==> src/rtl/alu_core.sv <==
// alu_core: registered 32-bit integer ALU for the single-cycle datapath.
// The next result is computed combinationally from the operands and the
// {funct3_alu, Type_alu} select, then loaded into `result` on every rising
// edge of clk.
//
// Ports:
//   clk        in  1   system clock, rising edge
//   rst        in  1   synchronous active-high reset, clears result
//   operand1   in  32  first operand (rs1)
//   operand2   in  32  second operand (rs2 or immediate)
//   funct3_alu in  3   operation select
//   Type_alu   in  1   operation variant select
//   result     out 32  registered ALU result
module alu_core (
  input  logic        clk,
  input  logic        rst,
  input  logic [31:0] operand1,
  input  logic [31:0] operand2,
  input  logic [2:0]  funct3_alu,
  input  logic        Type_alu,
  output logic [31:0] result
);

  logic signed [31:0] op1_s;
  logic signed [31:0] op2_s;
  logic        [31:0] quotient;
  logic        [31:0] next_result;
  logic        [3:0]  op_sel;

  assign op1_s  = $signed(operand1);
  assign op2_s  = $signed(operand2);
  assign op_sel = {funct3_alu, Type_alu};

  // Divide-by-zero and the single overflowing quotient are resolved here
  // so the divider never yields an undefined value.
  always_comb begin
    quotient = 32'hFFFF_FFFF;
    if (operand2 == 32'h0000_0000) begin
      quotient = 32'hFFFF_FFFF;
    end else if (operand1 == 32'h8000_0000 && operand2 == 32'hFFFF_FFFF) begin
      quotient = 32'h8000_0000;
    end else begin
      quotient = $unsigned(op1_s / op2_s);
    end
  end

  always_comb begin
    next_result = 32'h0000_0000;
    case (op_sel)
      4'b000_0: next_result = operand1 + operand2;
      4'b000_1: next_result = operand1 - operand2;
      4'b001_0,
      4'b001_1: next_result = operand1 << operand2[4:0];
      4'b010_0: next_result = {31'd0, (op1_s < op2_s)};
      4'b010_1: next_result = {31'd0, (operand1 < operand2)};
      4'b011_0: next_result = quotient;
      4'b011_1: next_result = operand1 * operand2;
      4'b100_0,
      4'b100_1: next_result = operand1 ^ operand2;
      4'b101_0: next_result = operand1 >> operand2[4:0];
      4'b101_1: next_result = {31'd0, (op1_s >= op2_s)};
      4'b110_0,
      4'b110_1: next_result = operand1 | operand2;
      4'b111_0,
      4'b111_1: next_result = operand1 & operand2;
      default:  next_result = 32'h0000_0000;
    endcase
  end

  always_ff @(posedge clk) begin
    if (rst) begin
      result <= 32'h0000_0000;
    end else begin
      result <= next_result;
    end
  end

endmodule

==> config.mk <==
export PLATFORM = sky130hd
export DESIGN_NAME = alu_core
export DESIGN_NICKNAME = d
export VERILOG_FILES = /design/src/rtl/alu_core.sv
export SDC_FILE = /design/constraint.sdc
export NUM_CORES = 2
export LEC_CHECK = 0
export ABC_AREA = 1
export CAP_MARGIN = 20
export CELL_PAD_IN_SITES_DETAIL_PLACEMENT = 1
export CELL_PAD_IN_SITES_GLOBAL_PLACEMENT = 1
export CORE_ASPECT_RATIO = 0.5
export CORE_UTILIZATION = 43
export CTS_CLUSTER_DIAMETER = 60
export CTS_CLUSTER_SIZE = 8
export DETAILED_ROUTE_END_ITERATION = 6
export PLACE_DENSITY = 0.77
export SETUP_SLACK_MARGIN = 0.1
export SLEW_MARGIN = 30
export SYNTH_ARGS = -nofsm -noshare
export SYNTH_HDL_FRONTEND = slang
export SYNTH_SLANG_ARGS = --single-unit
export TNS_END_PERCENT = 1
==> constraint.sdc <==
create_clock -name clk -period 93.3 [get_ports clk]
set_input_delay 9.33 -clock clk [delete_from_list [all_inputs] [get_ports clk]]
set_output_delay 9.33 -clock clk [all_outputs]
set_load 0.02 [all_outputs]
* After elaboration in Yosys (flattened, before gate mapping) *
Index checks and enable logic that the tools add are counted.

word-level totals
  memories kept = 0
  bits in read-only memories = 0
  word-level logic and storage cells = 40
  output and inout port bits = 32
  bits in latches = 0
  RAM bits = 0
  input port bits = 70
  bits in registers = 32

cells by class
  shifts and indexed selects = 2
  bitwise operators = 3
  muxes and demuxes = 3
  equality and inequality tests = 17
  divide/modulo/power cells = 1
  order comparisons = 3
  multipliers = 1
  $add $sub $neg = 2
  reduce and logical (&&, ||, !) cells = 7

operators with widths
  kind                                                              number
  32-bit case mux with 12 select lines                              1
  32-bit == test (second input constant)                            2
  32-bit < comparator                                               2
  32-bit 2-to-1 mux                                                 2
  32-bit adder                                                      1
  32-bit bitwise AND                                                1
  32-bit by 32-bit divider with 32-bit output                       1
  4-bit == test (second input constant)                             8
  32-bit greater-or-equal comparator                                1
  32-bit logical NOT                                                1
  32-bit by 32-bit multiplier with 32-bit output                    1
  32-bit OR                                                         1
  32-bit by 5-bit left shift with 32-bit output                     1
  32-bit by 5-bit right shift with 32-bit output                    1
  32-bit subtractor                                                 1
  32-bit bitwise XOR                                                1
  4-bit by 3-bit == test with 1-bit output (second input constant)  4
  4-bit by 2-bit == test with 1-bit output (second input constant)  2
  2-bit OR reduction                                                4
  4-bit by 1-bit == test with 1-bit output (second input constant)  1
  4-bit logical NOT                                                 1
  1-bit logical AND                                                 1

* Depth between registers and ports, before layout *
  word-level depth = 5
  depth in mapped cells = 698
  gate-level depth less buffers = 679

* Least setup slack after synthesis *
No wires, ideal clock.

  kind = in2reg
  start point = input operand2[0]
  end point = register result[26]
  data required time = 93176 ps
  data arrival time = 89412 ps
  path buffers = 20
  cell stages on the path = 655
  setup time = 124 ps
  setup slack = 3764 ps
  cell sequence = inv_2 > clkbuf_1 > buf_1 > ha_1 > nand2_2 > nor2_4 > nand2_2 > nand2_4 > xor2_2 > nand2_1 > nor2_4 > nand2_4 > nor2_8 > nand3_1 > o21ai_0 > nand2_1 > o21ai_0 > inv_1 > (+619 left out) > ha_1 > inv_1 > nor3_1 > nand3_1 > nor3_2 > nand2_1 > inv_2 > nand3_2 > nor2_2 > nand4_1 > nor2_1 > nand3_1 > nand2_1 > a21oi_1 > o21ai_0 > nand2_1 > nand2_1 > a21oi_1

between the ends
  word-level cells in the longest chain between the ends = 5
  elaborated cells on any way between the ends = 12
  classes of those cells = add/sub (2); mul (1); div (1); eq/ne (1); shift (2); mux (3); reduce/logical (2)

RTL lines
  what                                                                                                 line  source
  from (decl)                                                                                          18    input logic [31:0] operand2,
  parallel branches: the longest is 4 deep, another holds 32-bit by 32-bit divider with 32-bit output  --
  32-bit case mux with 12 select lines *                                                               49    case (op_sel)
  to (signal assigned)                                                                                 74    result <= next_result;
  to (decl)                                                                                            21    output logic [31:0] result

Mark *: on every way between the ends.
A chain may end at the register's enable or synchronous reset.

* Worst setup path after layout *
  start point = input operand1[3]
  end point = register result[12]

between the ends
  word-level cells in the longest chain between the ends = 5
  elaborated cells on any way between the ends = 11
  classes of those cells = add/sub (2); mul (1); div (1); eq/ne (1); shift (2); mux (3); reduce/logical (1)

RTL lines
  what                                                                                                 line  source
  from (decl)                                                                                          17    input logic [31:0] operand1,
  parallel branches: the longest is 4 deep, another holds 32-bit by 32-bit divider with 32-bit output  --
  32-bit case mux with 12 select lines *                                                               49

Marked as above.

==> impl_metrics.env <==
export IMPL_ant_nets=0
export IMPL_slowest_stage="nor3_1"
export IMPL_post_route_util=0.522
export IMPL_largest_register="result"
export IMPL_syn_to_final_growth_pct=19.5
export IMPL_numPortBuffers=101
export IMPL_drt_total_wl_mm=303
export IMPL_finalHoldViolCount=0
export IMPL_dieWidth_um=510
export IMPL_path_clk_slew_ns=0.09
export IMPL_yosysUniqueCellTypes=88
export IMPL_ir_drop_mv=0.0756
export IMPL_grt_max_degree=78
export IMPL_first_iter_violations=7132
export IMPL_first_global_vias=64200
export IMPL_gp_congestion=1.09
export IMPL_cts_hold_buf=0
export IMPL_largest_reg_flops=32
export IMPL_clock_sinks=32
export IMPL_drv_slew=0
export IMPL_overflow=0
export IMPL_period_share=0.973
export IMPL_tightestPinTransition_ns=1.16
export IMPL_antenna_found_initial=14
export IMPL_grt_usage=0.432
export IMPL_synth_largest_area_cell="ha_1"
export IMPL_cap_violations=0
export IMPL_max_freq_mhz=11.0
export IMPL_routed_wl_met2_mm=124
export IMPL_chipHeight_um=256
export IMPL_clock_root_buffer="clkbuf_16"
export IMPL_syn_num_nets=10200
export IMPL_setup_tns_ns=0
export IMPL_clock_tree_buffer_depth=2
export IMPL_grt_first_pass_wirelength_mm=421
export IMPL_maxSlewHeadroom=0.221
export IMPL_reg_top3="result x32"
export IMPL_fp_row_count=92
export IMPL_drc=0
export IMPL_syn_area_um2=55400
export IMPL_wl_met1_mm=134
export IMPL_core_um2=127000
export IMPL_outcome="finished clean"
export IMPL_endpoint_kind="flip-flop"
export IMPL_synth_yosys_warnings=0
export IMPL_critical_path_required_ns=93.47
export IMPL_drive_gt1_frac=0.167
export IMPL_synth_area_leaders="ha_1 17%, nand2_1 16%, fa_1 15%"
export IMPL_die_area_um2=130000
export IMPL_async_flop_share=0
export IMPL_path_class="in2reg"
export IMPL_num_io_pins=102
export IMPL_ys_seq_area_frac=0.0116
export IMPL_vias=66700
export IMPL_cellLeakagePower_nw=36.5
export IMPL_critPathMaxFanout=26
export IMPL_ys_ff_latch=32
export IMPL_synth_top_area_frac=0.170
export IMPL_via_per_inst=5.94
export IMPL_h_tree_depth=2
export IMPL_cts_tree="yes"
export IMPL_wire_per_inst_um=27.0
export IMPL_finalSetupViolCount=0
export IMPL_critical_path_max_stage_delay_ns=0.48
export IMPL_dp_hpwl_mm=243
export IMPL_ys_flop_type="dfxtp_1"
export IMPL_crit_path_frequent_cell="nand2_1"
export IMPL_powerDensity_nw_per_um2=27.2
export IMPL_start_util=0.437
export IMPL_cts_made_buffers=5
export IMPL_syn_area_per_cell_um2=6.15
export IMPL_hold_class="in2reg"
export IMPL_start_kind="input port"
export IMPL_min_period_ns=90.76
export IMPL_dr_wl_met3_mm=34.3
export IMPL_crit_arrival_ns=90.93
export IMPL_nets=10800
export IMPL_synth_edff_count=0
export IMPL_synth_cells=9010
export IMPL_top_layer="met5"
export IMPL_power_mw=1.80
export IMPL_first_pass_iters=6
[Yosys cell counts (18+ instances only)]
master / count
o211ai_1: 25
xor2_1: 270
nand2_1: 2357
nand2_2: 32
o221ai_1: 26
nor3_1: 99
o21bai_1: 60
a211oi_1: 33
nand3_1: 358
buf_2: 41
o2111ai_1: 24
o21ai_1: 109
o21ai_2: 44
o31ai_1: 19
a21o_1: 38
nor4_1: 47
or2_2: 76
o21ai_0: 419
dfxtp_1: 32
a21oi_1: 623
xnor2_1: 166
clkbuf_1: 158
o22ai_1: 21
a221oi_1: 21
fa_1: 410
inv_1: 1715
o21a_1: 20
a31oi_1: 24
nor2_1: 512
and2_1: 18
buf_4: 32
nand4_1: 96
buf_1: 52
ha_1: 752
a21oi_2: 26
inv_2: 35
[cells by family (layout without fill, tap and decap cells)]
kind of cell	after synthesis	after routing	share of synthesized area
multiplexers	13	13	0.00258
adder cells (fa/ha/maj)	1162	1162	0.318
XOR/XNOR	437	437	0.0692
AND/OR/NAND/NOR	3687	3689	0.281
flip-flops	32	32	0.0116
other	0	5	0
AO/OA/AOI/OAI	1620	1620	0.172
buffers and inverters	2059	2581	0.145
[power breakdown]
| part | total, mW | internal, mW | leakage (nW) | switching [mW] |
|---|---|---|---|---|
| sequential | 0.0205 | 0.0175 | 0.264 | 0.00306 |
| combinational | 1.76 | 0.658 | 36.2 | 1.10 |
| clock | 0.0218 | 0.0101 | 0.0661 | 0.0117 |
[per-layer routing]
layer | vias to the layer above | GRT usage
met4 | 10 | 0.112
li1 | 29800 | -
met1 | 33100 | 0.635
met2 | 3284 | 0.629
met3 | 600 | 0.0928
met5 | - | 0
[path summary, 6_finish.rpt]
| check | from | to | slack [ns] | depth (start not counted) |
|---|---|---|---|---|
| min | rst | result[27] | 9.82 | 3 |
| max | operand1[3] | result[12] | 2.54 | 624 |
[area by class of cell]
class / instances / area, um^2
fillers: 17200 / 60700
flip-flops and latches: 32 / 641
diodes: 5 / 12.5
clock buffers: 5 / 125
well taps: 1692 / 2120
multi-input cells: 6921 / 49900
repair buffers: 810 / 6690
repair inverters: 3 / 15.0
clock inverters: 3 / 23.8
inverters: 1760 / 6660
[worst max-delay path, delay by kind of cell]
family	cells	cell delay (ns)
buf+inv	104	9.56
simple gates	273	28.58
xor+xnor	1	0.14
fa+ha+maj	32	9.08
compound gates	214	33.90
[cell usage in the layout (no fill, tap or decap), types with 23 or more instances in the layout]
| cell | instances |
|---|---|
| a21o_1 | 38 |
| o21ai_0 | 333 |
| ha_1 | 689 |
| nor2_1 | 457 |
| nor4_1 | 42 |
| ha_4 | 54 |
| inv_2 | 83 |
| or2_2 | 76 |
| inv_1 | 1655 |
| xor2_1 | 269 |
| o21ai_2 | 105 |
| dfxtp_1 | 32 |
| xnor2_1 | 166 |
| buf_4 | 664 |
| nor2_4 | 41 |
| nor2_2 | 42 |
| o21ai_1 | 111 |
| o21bai_1 | 41 |
| o221ai_1 | 23 |
| nand2_1 | 2243 |
| a21oi_1 | 527 |
| o21ai_4 | 23 |
| nor3_1 | 88 |
| nand2_2 | 129 |
| clkdlybuf4s50_1 | 45 |
| a211oi_1 | 28 |
| nand4_1 | 96 |
| o211ai_1 | 25 |
| fa_1 | 410 |
| a21oi_2 | 103 |
| nand2_4 | 26 |
| dlymetal6s2s_1 | 26 |
| nand3_1 | 337 |
[metrics by stage]
stage,area (um^2),cells,hold WS [ns],setup slack [ns]
after floorplan,55400,9010,9.41,3.76
after global placement,61000,11000,10.12,-0.561
after detailed placement,61000,11000,10.12,-4.71
after CTS,61700,11000,9.77,0.126
after global routing,66100,11200,9.84,-2.67
final,66200,11200,9.82,2.54
[timing repair]
action,CTS,global route
setup buffers,12,176
gates resized for setup,164,723
endpoints found under the setup margin,32,32
cloned,2,10
pin swaps,11,281
Note: power is estimated with default switching activity, not from simulation.
